--- config.mk ---
export PLATFORM = sky130hd
export DESIGN_NAME = uart_tx_arbiter
export DESIGN_NICKNAME = d
export VERILOG_FILES = /design/src/rtl/uart_tx_arbiter.sv
export SDC_FILE = /design/constraint.sdc
export NUM_CORES = 1
export LEC_CHECK = 0
export BUFFER_PORTS_ARGS = -buffer_cell sky130_fd_sc_hd__buf_2
export CAP_MARGIN = 20
export CORE_ASPECT_RATIO = 0.9
export CORE_MARGIN = 5
export CORE_UTILIZATION = 55
export DETAILED_ROUTE_END_ITERATION = 6
export PLACE_DENSITY = 0.74
export SYNTH_ARGS = -nofsm -noshare
export SYNTH_HDL_FRONTEND = slang
export SYNTH_SLANG_ARGS = --single-unit
--- constraint.sdc ---
create_clock -name clk -period 4.9 [get_ports clk]
set_clock_uncertainty 0.2 [all_clocks]
set_input_delay 0.245 -clock clk [delete_from_list [all_inputs] [get_ports clk]]
set_output_delay 0.245 -clock clk [all_outputs]
set_load 0.03 [all_outputs]
--- src/rtl/uart_tx_arbiter.sv ---
// uart_tx_arbiter: two-requester round-robin arbiter feeding an 8N1 UART
// serializer. A granted requester holds the line for a whole packet (until a
// byte flagged last has been sent) or until it stalls past LOCK_TIMEOUT idle
// cycles. The tx output is registered so the board pin never glitches.
module uart_tx_arbiter #(
  parameter int unsigned CLKS_PER_BIT = 434,
  parameter int unsigned LOCK_TIMEOUT = 1024
) (
  input  logic       clk,
  input  logic       reset,
  input  logic       req0_valid,
  input  logic [7:0] req0_data,
  input  logic       req0_last,
  output logic       req0_ready,
  input  logic       req1_valid,
  input  logic [7:0] req1_data,
  input  logic       req1_last,
  output logic       req1_ready,
  output logic       tx,
  output logic       busy,
  output logic [1:0] grant
);

  typedef enum logic [1:0] {IDLE, START, DATA, STOP} state_t;

  localparam logic [15:0] BAUD_MAX = 16'(CLKS_PER_BIT - 1);
  localparam logic [15:0] TO_MAX   = 16'(LOCK_TIMEOUT - 1);

  // Registered state
  state_t      r_state;
  logic [15:0] r_baud_cnt;
  logic [2:0]  r_bit_idx;
  logic [7:0]  r_shift;
  logic        r_last;
  logic        r_lock;
  logic        r_owner;   // 0 = req0, 1 = req1 (meaningful while locked)
  logic        r_ptr;     // side that wins when both request with no lock
  logic [1:0]  r_grant;
  logic [15:0] r_to_cnt;
  logic        r_tx;

  // Next-state values
  state_t      w_state_next;
  logic [15:0] w_baud_cnt_next;
  logic [2:0]  w_bit_idx_next;
  logic [7:0]  w_shift_next;
  logic        w_last_next;
  logic        w_lock_next;
  logic        w_owner_next;
  logic        w_ptr_next;
  logic [1:0]  w_grant_next;
  logic [15:0] w_to_cnt_next;
  logic        w_tx_next;

  // Arbitration wires
  logic        w_owner_valid;
  logic        w_sel;
  logic        w_sel_valid;
  logic        w_idle;
  logic        w_hs;
  logic        w_baud_done;

  // Pick the eligible requester: the owner while locked, otherwise a lone
  // requester or the pointer side when both are asking.
  always_comb begin
    w_owner_valid = r_owner ? req1_valid : req0_valid;
    w_sel         = 1'b0;
    w_sel_valid   = 1'b0;
    if (r_lock) begin
      w_sel       = r_owner;
      w_sel_valid = w_owner_valid;
    end else if (req0_valid && req1_valid) begin
      w_sel       = r_ptr;
      w_sel_valid = 1'b1;
    end else begin
      w_sel       = req1_valid;
      w_sel_valid = req0_valid | req1_valid;
    end
  end

  // Ready is held low while reset is asserted even though the state reads IDLE.
  assign w_idle      = (r_state == IDLE) && !reset;
  assign w_hs        = w_idle && w_sel_valid;
  assign req0_ready  = w_hs && !w_sel;
  assign req1_ready  = w_hs && w_sel;
  assign w_baud_done = (r_baud_cnt == BAUD_MAX);

  assign tx    = r_tx;
  assign busy  = (r_state != IDLE);
  assign grant = r_grant;

  // Next-state logic: handshake and lock timeout in IDLE, bit timing elsewhere.
  always_comb begin
    w_state_next    = r_state;
    w_baud_cnt_next = r_baud_cnt;
    w_bit_idx_next  = r_bit_idx;
    w_shift_next    = r_shift;
    w_last_next     = r_last;
    w_lock_next     = r_lock;
    w_owner_next    = r_owner;
    w_ptr_next      = r_ptr;
    w_grant_next    = r_grant;
    w_to_cnt_next   = r_to_cnt;

    case (r_state)
      IDLE: begin
        if (w_hs) begin
          // A handshake always beats a timeout landing on the same cycle.
          w_shift_next    = w_sel ? req1_data : req0_data;
          w_last_next     = w_sel ? req1_last : req0_last;
          w_owner_next    = w_sel;
          w_grant_next    = w_sel ? 2'b10 : 2'b01;
          w_lock_next     = 1'b1;
          w_to_cnt_next   = 16'd0;
          w_baud_cnt_next = 16'd0;
          w_state_next    = START;
        end else if (r_lock && !w_owner_valid) begin
          if (r_to_cnt == TO_MAX) begin
            // Stalled owner loses the lock; grant keeps the last owner.
            w_lock_next   = 1'b0;
            w_ptr_next    = ~r_owner;
            w_to_cnt_next = 16'd0;
          end else begin
            w_to_cnt_next = r_to_cnt + 16'd1;
          end
        end
      end
      START: begin
        if (w_baud_done) begin
          w_baud_cnt_next = 16'd0;
          w_bit_idx_next  = 3'd0;
          w_state_next    = DATA;
        end else begin
          w_baud_cnt_next = r_baud_cnt + 16'd1;
        end
      end
      DATA: begin
        if (w_baud_done) begin
          w_baud_cnt_next = 16'd0;
          if (r_bit_idx == 3'd7) begin
            w_state_next = STOP;
          end else begin
            w_bit_idx_next = r_bit_idx + 3'd1;
            w_shift_next   = {1'b0, r_shift[7:1]};
          end
        end else begin
          w_baud_cnt_next = r_baud_cnt + 16'd1;
        end
      end
      STOP: begin
        if (w_baud_done) begin
          w_baud_cnt_next = 16'd0;
          w_state_next    = IDLE;
          if (r_last) begin
            // Packet complete: release and hand priority to the other side.
            w_lock_next   = 1'b0;
            w_ptr_next    = ~r_owner;
            w_to_cnt_next = 16'd0;
          end
        end else begin
          w_baud_cnt_next = r_baud_cnt + 16'd1;
        end
      end
      default: w_state_next = IDLE;
    endcase
  end

  // Line level for the coming cycle, derived from where the FSM is heading.
  always_comb begin
    w_tx_next = 1'b1;
    case (w_state_next)
      START:   w_tx_next = 1'b0;
      DATA:    w_tx_next = w_shift_next[0];
      default: w_tx_next = 1'b1;
    endcase
  end

  // State register; reset aborts any frame and idles the line at once.
  always_ff @(posedge clk or posedge reset) begin
    if (reset) begin
      r_state    <= IDLE;
      r_baud_cnt <= 16'd0;
      r_bit_idx  <= 3'd0;
      r_shift    <= 8'd0;
      r_last     <= 1'b0;
      r_lock     <= 1'b0;
      r_owner    <= 1'b0;
      r_ptr      <= 1'b0;
      r_grant    <= 2'b00;
      r_to_cnt   <= 16'd0;
      r_tx       <= 1'b1;
    end else begin
      r_state    <= w_state_next;
      r_baud_cnt <= w_baud_cnt_next;
      r_bit_idx  <= w_bit_idx_next;
      r_shift    <= w_shift_next;
      r_last     <= w_last_next;
      r_lock     <= w_lock_next;
      r_owner    <= w_owner_next;
      r_ptr      <= w_ptr_next;
      r_grant    <= w_grant_next;
      r_to_cnt   <= w_to_cnt_next;
      r_tx       <= w_tx_next;
    end
  end

endmodule

==> results.txt, run 1 <==
The placeable core region came out at 0.005161 mm². The total of buffers placed on input and output ports is 27. The tree built by TritonCTS fans out to 51 sinks. The share of synthesized registers carrying an async set or reset came out at 100.0%. Setup repair after global routing left no endpoint under its margin. The deepest level of the CTS H-tree came out at 2. The path class of the tightest hold or removal check is primary input to register. Sequential elements use 44.51% of the synthesized area. The chip width is between 80 and 90 µm. The critical path required time came out at 4.92 ns. The repair_antennas step left the layout with diodes totalling 0. The sequential cell area is approximately 0.0013 mm². The filler cell count in the final layout is 461. The largest fanout on the critical path came out at 27. The met3 track demand over resource in global routing is 3.882%. The row count is 25. In the routed design, unresolved DRC markers number 0. The gate count after technology mapping came out at about 320.

The number of instances resized during post-cts repair came out at 0. After clock tree synthesis, the clock-pin slew on the worst setup and hold paths is 0.09 ns. The count of pins over their slew limit came to 0.

The met1 usage is 27.99%. The final clock period utilization by the worst path came out at 66.60%. The total half-perimeter wirelength after legalization and detailed placement came out at 4027 µm. The largest total area in the synthesized netlist belongs to sky130_fd_sc_hd__dfrtp_1. The cell count of the worst hold path came out at 3. The signal on the critical path passes through or4_4, nor4_4, a22oi_2, or4_1, a21oi_1. The TritonCTS clock tree is done. The critical path in this run is classified as register to register.

The remaining max-slew budget at the tightest pin is 36.05%. Across all layers, the routed design uses between 2k and 2.5k vias. The number of setup violations in the final report came out at 0.

The clock latency on the worst-skew pair is 0.30 ns. The remaining number of nets flagged by the antenna check after routing is 0. The weighted congestion at the end of routability-driven global placement is around 0.83. The flow ran to the end, and the final reports show no timing, DRC or antenna violations. For this configuration, the core starts out at a cell density of 55.61%. The average size of a mapped cell is 9.112 µm². Of the cells placed in the final design, the portion with a size suffix greater than 1 is 14.58%.

The area taken by multi-input logic gates is 0.001496 mm². The pin count of the biggest net entering global routing is 52. The worst setup path is captured at a register. The global routing usage on met2 came out at between 20% and 30%.

The number of primary I/O pins is 28. The number of buffers inserted by post-CTS setup repair is 0. In the synthesized netlist the dominant register cell turns out to be sky130_fd_sc_hd__dfrtp_1. The number of buffers inserted during clock tree synthesis came out at 5. The per-cell via count in the routed design is 5.978. The final critical path time including I/O delays and setup came out at 3.263 ns. Global routing finished with a remaining overflow of 0.

The combined global-route utilization of all metal layers came out at a little under a fifth. The maximum buffer depth of the clock tree came out at 2. The average wire per cell in the routed design is 14.10 µm.

The area of the die came out at around 0.0068 mm². Yosys attributes the largest share of cell area to sky130_fd_sc_hd__dfrtp_1, sky130_fd_sc_hd__o21ai_0, sky130_fd_sc_hd__mux2i_1. The proportion of netlist area held by the largest area contributor came out at 43.59%.

The signed area change from the synthesized netlist to the final layout is 10.99%. The largest stage delay on the critical path is a little over 0.7 ns. The global routing stage identified its most utilized layer as met2.

The number of antenna violations at the first check in global routing is 0. The placement-stage worst setup slack is 1.640 ns. The worst voltage drop across the vdd grid came out at around 170 µV. The tree is rooted in a sky130_fd_sc_hd__clkbuf_8. The number of maximum-capacitance violations came out at 0. The net count of the finished layout is about 370.

At the pin with the least slew margin, the transition time is about 0.96 ns. The number of storage elements in the synthesis netlist is about 50. The synthesized net count came out at 342.

The depth of the worst register-to-register path is 5. The power density of the placed cells came out at about 340 mW/mm². The number of iterations in the first detailed-routing pass is 4. The via count of the first global-routing pass is roughly 2.3k. Yosys printed 0 warnings. The fmax is slightly above 300 MHz. The overall routed net length came out at 5779 µm. Counting flops with a built-in enable in the synthesized netlist gives 0. The most common cell in the synthesized netlist is sky130_fd_sc_hd__dfrtp_1.

The number of DRC markers after the initial detailed-route iteration is 216. Sorting the synthesized cells by how often they occur yields sky130_fd_sc_hd__dfrtp_1, sky130_fd_sc_hd__o21ai_0, sky130_fd_sc_hd__nor2_1. The reported leakage power came out at 1.369 nW.

The netlist area before placement came out at around 0.0029 mm². The wire length of the first global-routing pass is between 10000 and 15000 µm. The unique cell type count in the Yosys netlist is 53. The slowest stage of the critical path belongs to the cell sky130_fd_sc_hd__nor4_4. The hold violation total from the final report came out at 0. The data arrival time of the critical path came out at 3.28 ns. The smallest setup slack after layout came out at 1.637 ns. The worst setup path is launched from a register. The die boundary height is between 70 and 80 µm. The sum of negative setup slack is 0 ns.
==> sequential cells by signal, summed over array words and instances, names as in the netlist, 2 cells and up <==
name	cells
r_baud_cnt	16
r_bit_idx	3
r_shift	8
r_state	2
r_to_cnt	16
==> per-stage QoR <==
| stage | hold WS, ns | cell area, µm² | power, mW | cells | utilization (%) |
|---|---|---|---|---|---|
| global route | 0.06960 | 3186 | 1.169 | 410 | 61.72 |
| floorplan | 0.2438 | 2870 | 0.7837 | 315 | - |
| detailed placement | 0.2706 | 3053 | 0.8520 | 398 | 59.15 |
| CTS | 0.02517 | 3137 | 1.085 | 406 | 60.78 |
| finish | 0.02976 | 3186 | 1.086 | 410 | 61.72 |
| global placement | 0.2543 | 3053 | 0.8422 | 398 | 59.15 |
==> kinds of logic after synthesis <==
kind of cell	count (synthesis)	share of synthesized area (%)
flops	51	44.51
fa+ha+maj	5	2.180
xor+xnor	5	1.526
compound gates	92	21.36
buf+inv	25	3.531
simple gates	124	22.36
mux	13	4.533
==> worst paths after layout <==
kind | end | start | slack (ns)
max in group asynchronous | tx | reset | 3.55
min | r_shift[7] | req0_data[7] | 0.03
max | r_to_cnt[14] | r_baud_cnt[3] | 1.64
min in group asynchronous | r_last | reset | 0.36
min reg2reg | grant[0] | grant[0] | 0.30
max reg2reg | r_to_cnt[14] | r_baud_cnt[3] | 1.64
==> per-layer routing <==
layer,up-vias,share of wire (%)
li1,1230,-
met1,1163,51
met2,52,44
met3,6,4.7
met4,0,1.2
met5,-,0
==> critical path: cells and delay by family, from the launching register on <==
kind             cells  cell delay, ns
flip-flops           1            0.46
AO/OA/AOI/OAI        2            0.59
AND/OR/NAND/NOR      3            1.92
==> where the power goes <==
group	switching, mW	leakage [nW]	internal (mW)	total, mW
clock network	0.134	0.0477	0.0979	0.232
registers	0.0945	0.658	0.502	0.597
logic	0.132	0.663	0.126	0.258
==> layout by cell type (no fill, tap or decap), drive strengths merged, types with 6 or more instances in the layout <==
cell type,netlist,final
nand3,15,15
nand2,30,30
inv,12,12
buf,5,32
o31ai,11,11
nor2,32,32
mux2i,13,13
a21oi,17,17
a221o,6,6
dfrtp,50,50
or3,8,8
o21ai,33,33
or4,10,10
==> area by class of cell <==
type,instances,area share (%)
Multi-Input combinational cell,239,46.98
Sequential cell,51,40.10
Timing Repair Buffer,33,6.245
Tap cell,67,2.632
Clock buffer,5,2.160
Inverter,12,1.414
Clock inverter,3,0.4713
==> what timing repair did <==
item	4_1_cts	5_1_grt
hold buffers	0	1
endpoints found under the hold margin	0	24
endpoints found under the setup margin	0	0
No activity file was read; power rests on OpenSTA's default activity.
==> inputs of run 2 (changes only) <==
Clock period 4.9 ns to 3.23 ns, I/O delays scaled along.
==> results.txt, run 2 (synthesis gave the netlist of run 1 again) <==
The run finished with clean final reports. The power density of the placed cells is about 530 mW/mm². The sum of negative setup slack is 0 ns. The worst setup path is of the register to register kind.

The internal power consumption is 1.230 mW. The tightest hold margin came out at between 0.009 and 0.01 ns. The signal on the critical path passes through or4_1, nor4_4, a22oi_2, or4_1, a21oi_1. For this block, the routed nets add up to 6241 µm of wire.

The data arrival time of the critical path came out at 2.74 ns. The largest stage delay on the critical path came out at 0.61 ns. For this run, design rule violations remaining after detail routing come to 0. The worst path buffer plus inverter count is 0.

The clock edge transition at the registers on the reported setup and hold paths is ~0.090 ns. The fraction of final layout cells sized beyond drive strength 1 is 14.48%. The row count is 25. In this run the worst hold path is classified as primary input to register. The number of instances resized during post-cts repair came out at 0. For this design the static power due to leakage is 1.449 nW.

The number of nets in the final layout is 385. IR analysis of the VDD net gives a maximum drop of 331.4 µV. The total of buffers placed on input and output ports came out at 27. The sequential group share of total power is about half. After filler insertion, the fill cell instance count of the layout stands at 423. The wire length of the first global-routing pass came out at 11180 µm. After the first detailed-routing iteration, the DRC count stood at 197. The count of pins over their slew limit is 0. The initial core utilization is 55.61%. The remaining number of nets flagged by the antenna check after routing is 0.

The final critical path time including I/O delays and setup came out at ~2.7 ns. Data on the critical path is required at its endpoint by approximately 3.3 ns. The count of inserted antenna diode cells is 0. The worst pin sits at a relative slew slack of 33.74%. The sink count of the clock tree is 51. The worst setup path is launched from a register.

The fmax came out at 367.1 MHz. The via count of the first global-routing pass is 2455. The maximum buffer depth of the clock tree came out at 2. Counting stages on the worst path, the most repeated cell is sky130_fd_sc_hd__or4_1. The largest fanout on the critical path came out at 27. The TritonCTS clock tree is done. The worst setup path is captured at a register.

At the end of routability-driven placement, the weighted congestion stood at 0.8097. The pin count of the biggest net entering global routing is 52. Dividing the detail-routed via count by the number of cells gives 5.932. In this design, the largest share of critical-path delay is due to simple AND/OR/NAND/NOR gates. The flop-to-flop setup slack came out at 0.51 ns. The transition time of the tightest slew-check pin came out at 0.9939 ns.

The hold violation total from the final report is 0. The area of the die is 0.006765 mm². The slowest stage of the critical path is the sky130_fd_sc_hd__or4_1 cell. The total half-perimeter wirelength after legalization and detailed placement is 4252 µm. Setup repair after global routing left no endpoint under its margin. The area of all placed cells without fillers came out at around 0.0034 mm². The chip width came out at around 86 µm. The most common cell after layout, fill and taps aside is sky130_fd_sc_hd__dfrtp_1.

The number of buffers inserted during clock tree synthesis is 5. The total vias in the final route came out at 2527. The number of setup violations in the final report came out at 0.

The number of primary I/O pins came out at 28. Dividing the final minimum period by the clock period gives 84.33%. The number of iterations in the first detailed-routing pass is 5.

The combinational power share came out at between 20% and 30%. The switching fraction of total power is 31.13%. The signed area change from the synthesized netlist to the final layout came out at 17.44%. The largest registers in the layout are r_baud_cnt x16, r_to_cnt x16, r_shift x8. From bottom edge to top edge, the die measures 78.53 µm. The deepest level of the CTS H-tree is 2. The clock network power share came out at approximately a quarter.

In this run the standard cell core region covers between 0.005 and 0.006 mm². Across every metal layer, demand over resource in global routing totals 20.30%. CTS placed an instance of sky130_fd_sc_hd__clkbuf_8 at the clock tree root. In the layout the commonest cells are sky130_fd_sc_hd__dfrtp_1, sky130_fd_sc_hd__o21ai_0, sky130_fd_sc_hd__nor2_1, sky130_fd_sc_hd__nand2_1, sky130_fd_sc_hd__buf_2. The cell area after placement came out at 0.003083 mm². The remaining global-route overflow is 0. The number of maximum-capacitance violations came out at 0. The design draws 1.786 mW. The number of antenna violations at the first check in global routing was 0.

The average wire per cell in the routed design came out at 14.65 µm. The total net switching power is 0.5560 mW. For the worst-skew pair, the clock arrives at the later sink with an insertion delay of ~0.3 ns.

The utilization of the core after routing came out at 65.31%.
-- run 2: cell types whose count changed in the layout (fill, tap and decap cells not counted) --
cell and delta:
sky130_fd_sc_hd__bufinv_16 +1, sky130_fd_sc_hd__clkinv_2 -2, sky130_fd_sc_hd__buf_4 +3, sky130_fd_sc_hd__clkbuf_8 +1
sky130_fd_sc_hd__buf_6 -1, sky130_fd_sc_hd__dlygate4sd3_1 +14
-- run 2: what timing repair did --
action	4_1_cts	5_1_grt
hold endpoints to repair	57	0
hold buffers	15	0
setup buffers	0	0
-- run 2: final cells by class --
cell class | count | area (µm²) | share of cell area, %
well taps | 67 | 83.83 | 2.487
flip-flops and latches | 51 | 1277 | 37.90
repair buffers | 49 | 350.3 | 10.39
clock buffers | 6 | 82.58 | 2.450
multi-input cells | 239 | 1496 | 44.40
clock inverters | 2 | 35.03 | 1.039
inverters | 12 | 45.04 | 1.336
-- run 2: per-stage QoR --
| stage | instances | setup slack, ns |
|---|---|---|
| after floorplan | 315 | 0.7755 |
| after global placement | 402 | 0.5731 |
| after detailed placement | 402 | 0.5254 |
| after CTS | 425 | 0.4979 |
| after global routing | 426 | 0.3264 |
| final | 426 | 0.5061 |
-- run 2: metal layers --
metal,GRT usage (%),up-vias,wire [µm]
met3,3.778,7,313
li1,-,1263,-
met2,32.20,79,2909
met1,28.50,1178,2961
met5,0,-,0
met4,5.380,0,57
-- run 2: power groups by stage --
stage	Combinational (mW)	Clock (mW)	Sequential, mW
global route	0.486	0.493	0.924
global placement	0.378	0	0.906
detailed placement	0.388	0	0.911
finish	0.425	0.458	0.903
floorplan	0.305	0	0.884
CTS	0.424	0.469	0.900
-- run 2: final timing paths --
check | cells after the start | endpoint | from
max | 5 | r_to_cnt[14] | r_baud_cnt[10]
min | 4 | r_shift[4] | req0_data[4]
max reg2reg | 5 | r_to_cnt[14] | r_baud_cnt[10]
min reg2reg | 1 | grant[0] | grant[0]
max in group asynchronous | 4 | tx | reset
min in group asynchronous | 3 | r_last | reset
-- run 2: worst min-delay path, stage by stage --
cell and delay [ns]:
sky130_fd_sc_hd__buf_2 0.07, sky130_fd_sc_hd__mux2i_1 0.06, sky130_fd_sc_hd__nor2_1 0.09, sky130_fd_sc_hd__a221o_1 0.11
